==> config.mk <==
export PLATFORM = sky130hd
export DESIGN_NAME = fifo_wr_packer
export DESIGN_NICKNAME = d
export VERILOG_FILES = /design/src/rtl/fifo_wr_packer.sv
export SDC_FILE = /design/constraint.sdc
export NUM_CORES = 1
export LEC_CHECK = 0
export ABC_AREA = 1
export CAP_MARGIN = 20
export CORE_MARGIN = 2
export CORE_UTILIZATION = 45
export DETAILED_ROUTE_END_ITERATION = 6
export PLACE_DENSITY = 0.83
export SETUP_SLACK_MARGIN = 0.3
export SKIP_LAST_GASP = 1
export SLEW_MARGIN = 20
export SYNTH_ARGS = -nofsm -noshare
export SYNTH_HDL_FRONTEND = slang
export SYNTH_SLANG_ARGS = --single-unit
export TNS_END_PERCENT = 100
==> constraint.sdc <==
create_clock -name wclk_int -period 13.2 [get_ports wclk_int]
set_input_delay 3.96 -clock wclk_int [delete_from_list [all_inputs] [get_ports wclk_int]]
set_output_delay 3.96 -clock wclk_int [all_outputs]
set_load 0.01 [all_outputs]
==> src/rtl/fifo_wr_packer.sv <==
// fifo_wr_packer: write-side front end of the asymmetric-width FIFO.
// Packs pairs of narrow words into one wide word (first word = low half),
// drives the memory write port, owns the write pointer, synchronises the
// read pointer into wclk_int and derives full / occupancy status.
// Optional almost-full output is enabled by defining FIFO_WR_PACKER_AFULL_EN.
module fifo_wr_packer #(
  parameter int                RAM_RW            = 18,
  parameter int                RAM_WW            = 36,
  parameter int                RAM_WD            = 10,
  parameter int                RAM_RD            = 11,
  parameter int                WRITE_ADDRESS_END = 1024,
  parameter logic [RAM_RW-1:0] PAD_VALUE         = '0
`ifdef FIFO_WR_PACKER_AFULL_EN
  ,
  parameter int                AFULL_THRESH      = 4
`endif
) (
  input  logic              wclk_int,
  input  logic              rst_int,
  input  logic [RAM_RW-1:0] din,
  input  logic              din_valid,
  output logic              din_ready,
  input  logic              flush,
  input  logic [RAM_RD:0]   rptr_gray,
  output logic              we,
  output logic [RAM_WD-1:0] waddr,
  output logic [RAM_WW-1:0] data,
  output logic [RAM_WD:0]   wptr_gray,
  output logic              full,
  output logic              partial,
  output logic [RAM_WD:0]   wr_count
`ifdef FIFO_WR_PACKER_AFULL_EN
  ,
  output logic              afull
`endif
);

  localparam logic [RAM_WD:0] DEPTH = (RAM_WD+1)'(WRITE_ADDRESS_END);

  typedef enum logic {
    S_LO,
    S_HI
  } state_t;

  function automatic logic [RAM_RD:0] gray2bin(input logic [RAM_RD:0] g);
    logic [RAM_RD:0] b;
    b = '0;
    for (int unsigned i = 0; i <= RAM_RD; i++) begin
      b[i] = ^(g >> i);
    end
    return b;
  endfunction

  state_t              state_q, state_d;
  logic [RAM_RW-1:0]   lo_q, lo_d;
  logic                we_q, we_d;
  logic [RAM_WD-1:0]   waddr_q, waddr_d;
  logic [RAM_WW-1:0]   data_q, data_d;
  logic [RAM_WD:0]     wptr_q, wptr_d;
  logic [RAM_WD:0]     wptr_gray_q, wptr_gray_d;
  logic [RAM_RD:0]     rsync1_q, rsync2_q;

  logic [RAM_RD:0]     rptr_b;
  logic [RAM_WD:0]     freed;
  logic [RAM_WD:0]     count_w;
  logic                full_w;
  logic                ready_w;
  logic                unused_rptr_lsb;

  // Read pointer in wide units: a slot is free only once both halves are read.
  always_comb begin
    rptr_b          = gray2bin(rsync2_q);
    freed           = rptr_b[RAM_RD:1];
    unused_rptr_lsb = rptr_b[0];
    count_w         = wptr_q - freed;
    full_w          = (count_w == DEPTH);
  end

  // Packing FSM: next state, pending write and pointer advance.
  always_comb begin
    state_d = state_q;
    lo_d    = lo_q;
    we_d    = 1'b0;
    waddr_d = waddr_q;
    data_d  = data_q;
    wptr_d  = wptr_q;
    ready_w = 1'b1;
    unique case (state_q)
      S_LO: begin
        ready_w = 1'b1;
        if (din_valid) begin
          lo_d    = din;
          state_d = S_HI;
        end
      end
      S_HI: begin
        ready_w = ~full_w;
        if (!full_w && din_valid) begin
          we_d    = 1'b1;
          waddr_d = wptr_q[RAM_WD-1:0];
          data_d  = {din, lo_q};
          wptr_d  = wptr_q + 1'b1;
          state_d = S_LO;
        end else if (!full_w && flush) begin
          we_d    = 1'b1;
          waddr_d = wptr_q[RAM_WD-1:0];
          data_d  = {PAD_VALUE, lo_q};
          wptr_d  = wptr_q + 1'b1;
          state_d = S_LO;
        end
      end
      default: state_d = S_LO;
    endcase
    wptr_gray_d = wptr_d ^ (wptr_d >> 1);
  end

  // State, held low half, write port and write pointer registers.
  always_ff @(posedge wclk_int or negedge rst_int) begin
    if (!rst_int) begin
      state_q     <= S_LO;
      lo_q        <= '0;
      we_q        <= 1'b0;
      waddr_q     <= '0;
      data_q      <= '0;
      wptr_q      <= '0;
      wptr_gray_q <= '0;
    end else begin
      state_q     <= state_d;
      lo_q        <= lo_d;
      we_q        <= we_d;
      waddr_q     <= waddr_d;
      data_q      <= data_d;
      wptr_q      <= wptr_d;
      wptr_gray_q <= wptr_gray_d;
    end
  end

  // Two-flop synchroniser for the Gray-coded read pointer.
  always_ff @(posedge wclk_int or negedge rst_int) begin
    if (!rst_int) begin
      rsync1_q <= '0;
      rsync2_q <= '0;
    end else begin
      rsync1_q <= rptr_gray;
      rsync2_q <= rsync1_q;
    end
  end

`ifdef FIFO_WR_PACKER_AFULL_EN
  logic [RAM_RD:0] rptr_b_d;
  logic [RAM_WD:0] count_d;
  logic            afull_d;
  logic            afull_q;
  logic            unused_rptr_d_lsb;

  // Almost-full uses post-edge pointer values so it moves together with full.
  always_comb begin
    rptr_b_d          = gray2bin(rsync1_q);
    unused_rptr_d_lsb = rptr_b_d[0];
    count_d           = wptr_d - rptr_b_d[RAM_RD:1];
    afull_d           = ((DEPTH - count_d) <= (RAM_WD+1)'(AFULL_THRESH));
  end

  // Almost-full register.
  always_ff @(posedge wclk_int or negedge rst_int) begin
    if (!rst_int) begin
      afull_q <= 1'b0;
    end else begin
      afull_q <= afull_d;
    end
  end

  assign afull = afull_q;
`endif

  assign din_ready = ready_w;
  assign we        = we_q;
  assign waddr     = waddr_q;
  assign data      = data_q;
  assign wptr_gray = wptr_gray_q;
  assign full      = full_w;
  assign partial   = (state_q == S_HI);
  assign wr_count  = count_w;

endmodule

# Yosys cells after proc, flatten, opt, wreduce, memory -nomap -nowiden
# Index checks and enable logic that the tools add are counted.
[word_totals] input_bits=34 register_bits=112
[classes] reduce_logical=17 bitwise_logic=3 n_mux=15 n_addsub=2 n_eq_ne=1
[op_table] cell="parity 12 bit" n=11
[op_table] cell="2-to-1 mux 36 bit" n=2
[op_table] cell="2-to-1 mux 11 bit" n=3
[op_table] cell="2-to-1 mux 10 bit" n=2
[op_table] cell="adder 11 x 1 -> 11 bit (second input constant)" n=1
[op_table] cell="== test 11 bit (second input constant)" n=1
[op_table] cell="subtractor 11 bit" n=1
[op_table] cell="bitwise XOR 11 x 10 -> 11 bit" n=1
[op_table] cell="2-to-1 mux 1 bit" n=6
[op_table] cell="case mux 1 bit (2 select lines)" n=2
[op_table] cell="AND reduction 2 bit" n=2
[op_table] cell="logical AND 1 bit" n=2
[op_table] cell="inverter 1 bit" n=2
[op_table] cell="nonzero test 2 bit" n=1
[op_table] cell="logical NOT 1 bit" n=1

# Longest topological paths before layout
# Gate-level depths: netlist (run 1).
[logic_depth] word_depth=9 mapped_depth=26 depth_no_buf=25

# Worst setup path before layout (run 1)
# No wires, ideal clock.
[synth_path] path_type="register to output" start="reg rsync2_q[11]" end="out din_ready" t_required_ns=9.240 slack_ns=6.048 path_buffers=0 arrival_ns=3.192 path_stages_with_launch=19 path_cell_list="dfrtp_1 > xnor2_2 > xor2_2 > xor2_2 > xor2_2 > xor2_2 > xor2_2 > inv_2 > fa_1 > inv_1 > nand2_1 > nand3_1 > nand2_1 > nand2_1 > nand2_1 > nand2_1 > nand3_1 > nor2_1 > nand2_1"
[synth_via] elab_chain_cells=5
[synth_rtl] item="start: declaration" line_no="61" text="logic [RAM_RD:0] rsync1_q, rsync2_q;"
[synth_rtl] item="start signal: assignment" line_no="145" text="rsync2_q <= rsync1_q;"
[synth_rtl] item="parity 12 bit" line_no="49" text="b[i] = ^(g >> i);"
[synth_rtl] item="subtractor 11 bit (*)" line_no="75" text="count_w = wptr_q - freed;"
[synth_rtl] item="net wr_count[10]" line_no="31" text="output logic [RAM_WD:0] wr_count"
[synth_rtl] item="== test 11 bit (*)" line_no="76" text="full_w = (count_w == DEPTH);"
[synth_rtl] item="net full" line_no="29" text="output logic full,"
[synth_rtl] item="inverter 1 bit (*)" line_no="97" text="ready_w = ~full_w;"
[synth_rtl] item="case mux 1 bit (2 select lines) (*)" line_no="88" text="unique case (state_q)"
[synth_rtl] item="end: declaration" line_no="22" text="output logic din_ready,"
# Mark *: on every way through the listed nets, which the timed path passes. The rest lies on a longest branch.

# Final worst setup path (run 1)
[layout_path] start="reg rsync2_q[11]" end="out din_ready"
[layout_via] elab_chain_cells=5
[layout_rtl] item="parity 12 bit" line_no="49"
[layout_rtl] item="subtractor 11 bit (*)" line_no="75"
[layout_rtl] item="== test 11 bit (*)" line_no="76"
[layout_rtl] item="inverter 1 bit (*)" line_no="97"
[layout_rtl] item="case mux 1 bit (2 select lines) (*)" line_no="88"
# Every way passes the cells marked *; elsewhere a longest branch is shown, timed or not.

==> impl_metrics.py, run 1 <==
metrics = {
    "logic_synthesis": {
        "ys_seq_area_share_pct": 55.1,
        "synthCells": 557,
        "yosys_warnings": 0,
        "syn_area_sq_um": 4950,
        "synth-seq-cells": 109,
        "syn_area_per_cell_sq_um": 8.88,
        "ys_types": 22,
        "synth.net_count": 603,
    },
    "timing": {
        "timing.slew.headroom_pct": 43.3,
        "hold_viol_final": 0,
        "min_period_ps": 8270,
        "fin_setup_tns_ps": 0,
        "worstMarginPinSlew_ps": 848,
        "post-route-period-util_pct": 62.7,
        "setup_viol": 0,
        "timing.fmax_ghz": 0.121,
        "rsz0062_at_grt": "false",
        "drv_slew": 0,
        "timing.clock.skew_ps": 26.8,
    },
    "clock_tree": {
        "cts_buffers": 9,
        "clockBufferDepth": 2,
        "clkTransAtPathRegs_ps": 100,
        "cts_sinks": 109,
        "h-tree-depth": 3,
        "clk_root_buffer_cell": "clkbuf_8",
        "cts_tree": "yes",
        "worst_skew_pair.late_latency_ps": 370,
        "cts_setup_buffers": 0,
        "cts_resized": 0,
        "hold_buffers": 0,
    },
    "power": {
        "p_per_area_nw_per_um2": 203,
        "irDropWorstVdd_mv": 0.102,
        "leakagePower_nw": 3.08,
        "power_mw": 1.28,
    },
    "layout": {
        "syn_to_final_growth_pct": 27.4,
        "layout_commonest_cell": "nand2_1",
        "final_cell_mix": "nand2_1, dfrtp_1, clkdlybuf4s50_1",
        "stdcell_count": 803,
        "fin_nets": 704,
        "antenna_cells": 0,
        "drive_above_1_share_pct": 6.49,
    },
    "run": {
        "cap_violations": 0,
    },
    "critical_path": {
        "arrival_ps": 4310,
        "critPathLaunchType": "flop",
        "crit_type": "flop to primary output",
        "crit_path_end_kind": "primary output",
        "crit_required_ps": 9240,
        "path_max_fanout": 3,
    },
    "drt": {
        "remaining_drc_errors": 0,
        "wirelength_microns": 10500,
        "vias": 3903,
        "vias_per_cell": 4.86,
        "firstDrtPassIters": 5,
        "detail_route.wl_per_cell_microns": 13.1,
        "ant_nets": 0,
        "drt_iter0_markers": 399,
    },
    "global_route": {
        "grt_max_degree": 57,
        "overflow": 0,
        "grt_pass1_vias": 3876,
        "grt_pass1_wl_microns": 18000,
        "grt_util_all_layers_pct": 19.5,
        "grt_antenna_before_repair": 0,
    },
    "placement": {
        "dp_hpwl_microns": 8050,
        "gp_congestion": 0.863,
        "place.port_buffers": 104,
        "dp_cells": 787,
    },
    "die": {
        "fp.dieH_microns": 109,
        "num_rows": 38,
        "design.core.area_sq_um": 10800,
        "ios": 106,
        "start_util_pct": 45.8,
        "die_w_microns": 109,
        "die_area_sq_um": 11800,
    },
    "status": {
        "status": "finished clean",
    },
    "min_path": {
        "hold_path.class": "flop to flop",
    },
}
metrics by stage:
step / cell area, sq um / util, % / worst slack [ps] / hold slack (ps)
after detailed placement: 6110 / 56.6 / 5230 / 336
after global placement: 6110 / 56.6 / 5310 / 334
after floorplan: 4950 / - / 6050 / 331
after global routing: 6300 / 58.4 / 4530 / 371
final: 6300 / 58.4 / 4930 / 358
after CTS: 6300 / 58.4 / 4810 / 361
where the power goes:
part / total (mW) / internal, mW / switching, mW
clock: 0.193 / 0.0743 / 0.119
sequential: 0.484 / 0.428 / 0.0557
combinational: 0.602 / 0.288 / 0.314
path summary, 6_finish.rpt:
check	start	to	slack [ps]	cells after the start
setup / recovery	rsync2_q[11]	din_ready	4930	19
setup reg to reg	rsync2_q[11]	wptr_gray[1]	8220	24
min in group asynchronous	rst_int	data[3]	3600	1
hold / removal	rsync1_q[5]	rsync2_q[5]	360	0
hold reg to reg	rsync1_q[5]	rsync2_q[5]	360	0
max in group asynchronous	rst_int	wptr_gray[1]	8420	2
synthesized netlist by cell type:
| cell | count | area share (%) |
|---|---|---|
| o21bai_1 | 2 | 0.30 |
| buf_2 | 10 | 1.0 |
| nor3_1 | 3 | 0.30 |
| inv_1 | 58 | 4.4 |
| nand3b_1 | 1 | 0.15 |
| buf_4 | 1 | 0.15 |
| clkbuf_1 | 6 | 0.46 |
| xor2_1 | 8 | 1.4 |
| xnor2_1 | 11 | 1.9 |
| mux2_2 | 16 | 3.6 |
| inv_2 | 1 | 0.076 |
| a21oi_1 | 7 | 0.71 |
| nor2_1 | 28 | 2.1 |
| fa_1 | 1 | 0.40 |
| xnor2_2 | 1 | 0.33 |
| dfrtp_1 | 109 | 55 |
| nand3_1 | 21 | 2.1 |
| o21ai_0 | 33 | 3.3 |
| nand2_1 | 213 | 16 |
| nand4_1 | 11 | 1.4 |
| ha_1 | 11 | 2.8 |
| xor2_2 | 5 | 1.6 |
metal layers:
metal | vias up | GRT usage, % | part of all wire [%]
met5 | - | 0 | 0
met4 | 0 | 6.78 | 2.1
met3 | 17 | 2.99 | 3.6
met2 | 91 | 33.9 | 50
met1 | 1867 | 24.7 | 44
li1 | 1928 | - | -
layout make-up:
cell class                      instances  area [sq um]
Clock inverter                          6          68.8
Sequential cell                       109          2730
Timing Repair Buffer                  107          1060
Fill cell                             954          4490
Inverter                               59           221
Multi-Input combinational cell        372          1920
Tap cell                              140           175
Clock buffer                           10           128
registers in the layout, indices dropped and copies added, names as in the netlist:
name	flops
waddr	10
partial	1
rsync1_q	11
wptr_gray	11
rsync2_q	11
lo_q	18
we	1
wptr_q	10
data	36
critical path, stage by stage (launching register included):
cell             delay (ps)
dfrtp_1                 430
xnor2_2                 230
xor2_2                  260
xor2_2                  230
xor2_2                  270
xor2_2                  280
xor2_2                  220
inv_2                    60
fa_1                    410
inv_1                   120
nand2_1                  90
nand3_1                 110
nand2_1                 100
nand2_1                  90
nand2_1                  50
nand2_1                  80
nand3_1                  70
nor2_1                  250
nand2_1                  80
clkdlybuf4s50_1         520
kinds of logic (layout without fill, tap and decap cells):
| family | Yosys count | count (layout) | share of synthesized area, % |
|---|---|---|---|
| AND/OR/NAND/NOR | 277 | 277 | 22.3 |
| flip-flops | 109 | 109 | 55.1 |
| buffers and inverters | 76 | 182 | 6.10 |
| AO/OA/AOI/OAI | 42 | 42 | 4.35 |
| XOR/XNOR | 25 | 25 | 5.34 |
| multiplexers | 16 | 16 | 3.64 |
| adder cells (fa/ha/maj) | 12 | 12 | 3.19 |
Note: power is estimated with default switching activity, not from simulation.
==> run 2, diff against run 1 <==
- clock period: 13.2 -> 8.6 ns (I/O delays scaled with it)
==> impl_metrics.py, run 2 (synthesis results as in run 1) <==
metrics = {
    "status": {
        "status": "finished clean",
    },
    "global_route": {
        "grt_pass1_wl_microns": 18400,
        "grt_pass1_vias": 3983,
        "overflow": 0,
        "grt_util_all_layers_pct": 20.0,
        "grt_antenna_before_repair": 0,
        "grt_max_degree": 64,
    },
    "critical_path": {
        "critPathMostFrequentCell": "nand2_1",
        "path_delay_family": "XOR/XNOR gates",
        "cp_cell_sequence": "xnor2_2 -> xor2_2 -> xor2_2 -> xor2_2 -> xor2_2 -> xor2_2 -> inv_2 -> fa_1 -> inv_1 -> nand2_1 -> nand3_1 -> nand2_1 -> nand2_1 -> nand2_1 -> nand2_1 -> nand3_1 -> nor2_1 -> nand2_1 -> clkdlybuf4s50_1",
        "cpPeakStageDelay_ps": 510,
        "crit_path_end_kind": "primary output",
        "cp_slowest_cell": "clkdlybuf4s50_1",
        "arrival_ps": 4390,
        "crit_required_ps": 6020,
        "critPathLaunchType": "flop",
        "crit_type": "flop to primary output",
        "critPathBufInv": 3,
        "path_max_fanout": 3,
    },
    "drt": {
        "detail_route.wl_per_cell_microns": 13.5,
        "firstDrtPassIters": 5,
        "vias": 3898,
        "drt_iter0_markers": 247,
        "wirelength_microns": 10800,
        "ant_nets": 0,
        "vias_per_cell": 4.85,
        "remaining_drc_errors": 0,
    },
    "die": {
        "num_rows": 38,
        "die_w_microns": 109,
        "die_area_sq_um": 11800,
        "start_util_pct": 45.8,
        "fp.dieH_microns": 109,
        "ios": 106,
        "design.core.area_sq_um": 10800,
    },
    "timing": {
        "hold_viol_final": 0,
        "holdWs_ps": 356,
        "setup_ws_ps": 1630,
        "timing.slew.headroom_pct": 40.5,
        "drv_slew": 0,
        "rsz0062_at_grt": "false",
        "timing.clock.skew_ps": 23.5,
        "fin_setup_tns_ps": 0,
        "worstMarginPinSlew_ps": 890,
        "post-route-period-util_pct": 81.0,
        "min_period_ps": 6970,
        "timing.fmax_ghz": 0.143,
        "setup_viol": 0,
    },
    "power": {
        "leakagePower_nw": 3.10,
        "p_per_area_nw_per_um2": 316,
        "irDropWorstVdd_mv": 0.165,
        "power_mw": 2.00,
    },
    "clock_tree": {
        "cts_tree": "yes",
        "clockBufferDepth": 2,
        "cts_buffers": 9,
        "cts_setup_buffers": 0,
        "cts_resized": 0,
        "worst_skew_pair.late_latency_ps": 370,
        "clkTransAtPathRegs_ps": 100,
        "h-tree-depth": 3,
        "hold_buffers": 0,
        "clk_root_buffer_cell": "clkbuf_8",
        "cts_sinks": 109,
    },
    "layout": {
        "ff_latch_area_sq_um": 2730,
        "layout_commonest_cell": "nand2_1",
        "drive_above_1_share_pct": 6.64,
        "syn_to_final_growth_pct": 27.8,
        "fin_nets": 704,
        "antenna_cells": 0,
        "post-route-util_pct": 58.6,
        "fillers": 935,
        "largest_register_ffs": 36,
        "multi_input_area_sq_um": 1920,
        "final_cell_mix": "nand2_1, dfrtp_1, clkdlybuf4s50_1",
    },
    "placement": {
        "dp_hpwl_microns": 8090,
        "place.port_buffers": 104,
        "dpl_worst_slack_ps": 1970,
        "gp_congestion": 0.853,
    },
    "min_path": {
        "hold_path.class": "flop to flop",
    },
    "run": {
        "cap_violations": 0,
    },
}
## run 2: changes by cell type in the layout (fill, tap and decap cells not counted)
cell / delta
clkinv_2: +1
clkbuf_1: -1
clkinv_8: -1
clkbuf_8: +1
clkinvlp_4: -1
bufinv_16: +1
## run 2: final timing paths
kind                         startpoint  depth (start not counted)  slack, ps           end
setup / recovery           rsync2_q[11]                         19       1630     din_ready
hold / removal             rsync1_q[10]                          0        360  rsync2_q[10]
setup reg to reg           rsync2_q[11]                         26       3550  wptr_gray[5]
hold reg to reg            rsync1_q[10]                          0        360  rsync2_q[10]
max in group asynchronous       rst_int                          2       5210  wptr_gray[8]
min in group asynchronous       rst_int                          1       2190       data[3]
## run 2: cell type report
cell class | instances | area share (%)
flip-flops and latches | 109 | 43.1
inverters | 59 | 3.50
clock buffers | 10 | 2.18
repair buffers | 107 | 16.8
clock inverters | 6 | 1.27
multi-input cells | 372 | 30.4
well taps | 140 | 2.77
## run 2: layer usage
metal | global-route usage (%) | vias to the layer above | wire, microns
met2 | 34.6 | 96 | 5440
met4 | 8.88 | 0 | 290
met5 | 0 | - | 0
met3 | 3.53 | 22 | 421
li1 | - | 1936 | -
met1 | 24.4 | 1844 | 4680
## run 2: where the power goes
| part | total, mW | leakage [nW] | switching [mW] | internal, mW |
|---|---|---|---|---|
| sequential | 0.742 | 1.32 | 0.0850 | 0.657 |
| combinational | 0.932 | 1.67 | 0.489 | 0.443 |
| clock | 0.326 | 0.112 | 0.178 | 0.148 |
| total | 2.00 | 3.10 | 0.752 | 1.25 |
## run 2: per-stage QoR
| stage | std cells | cell area, sq um |
|---|---|---|
| floorplan | 557 | 4950 |
| global placement | 787 | 6110 |
| detailed placement | 787 | 6110 |
| CTS | 803 | 6320 |
| global route | 803 | 6320 |
| finish | 803 | 6320 |
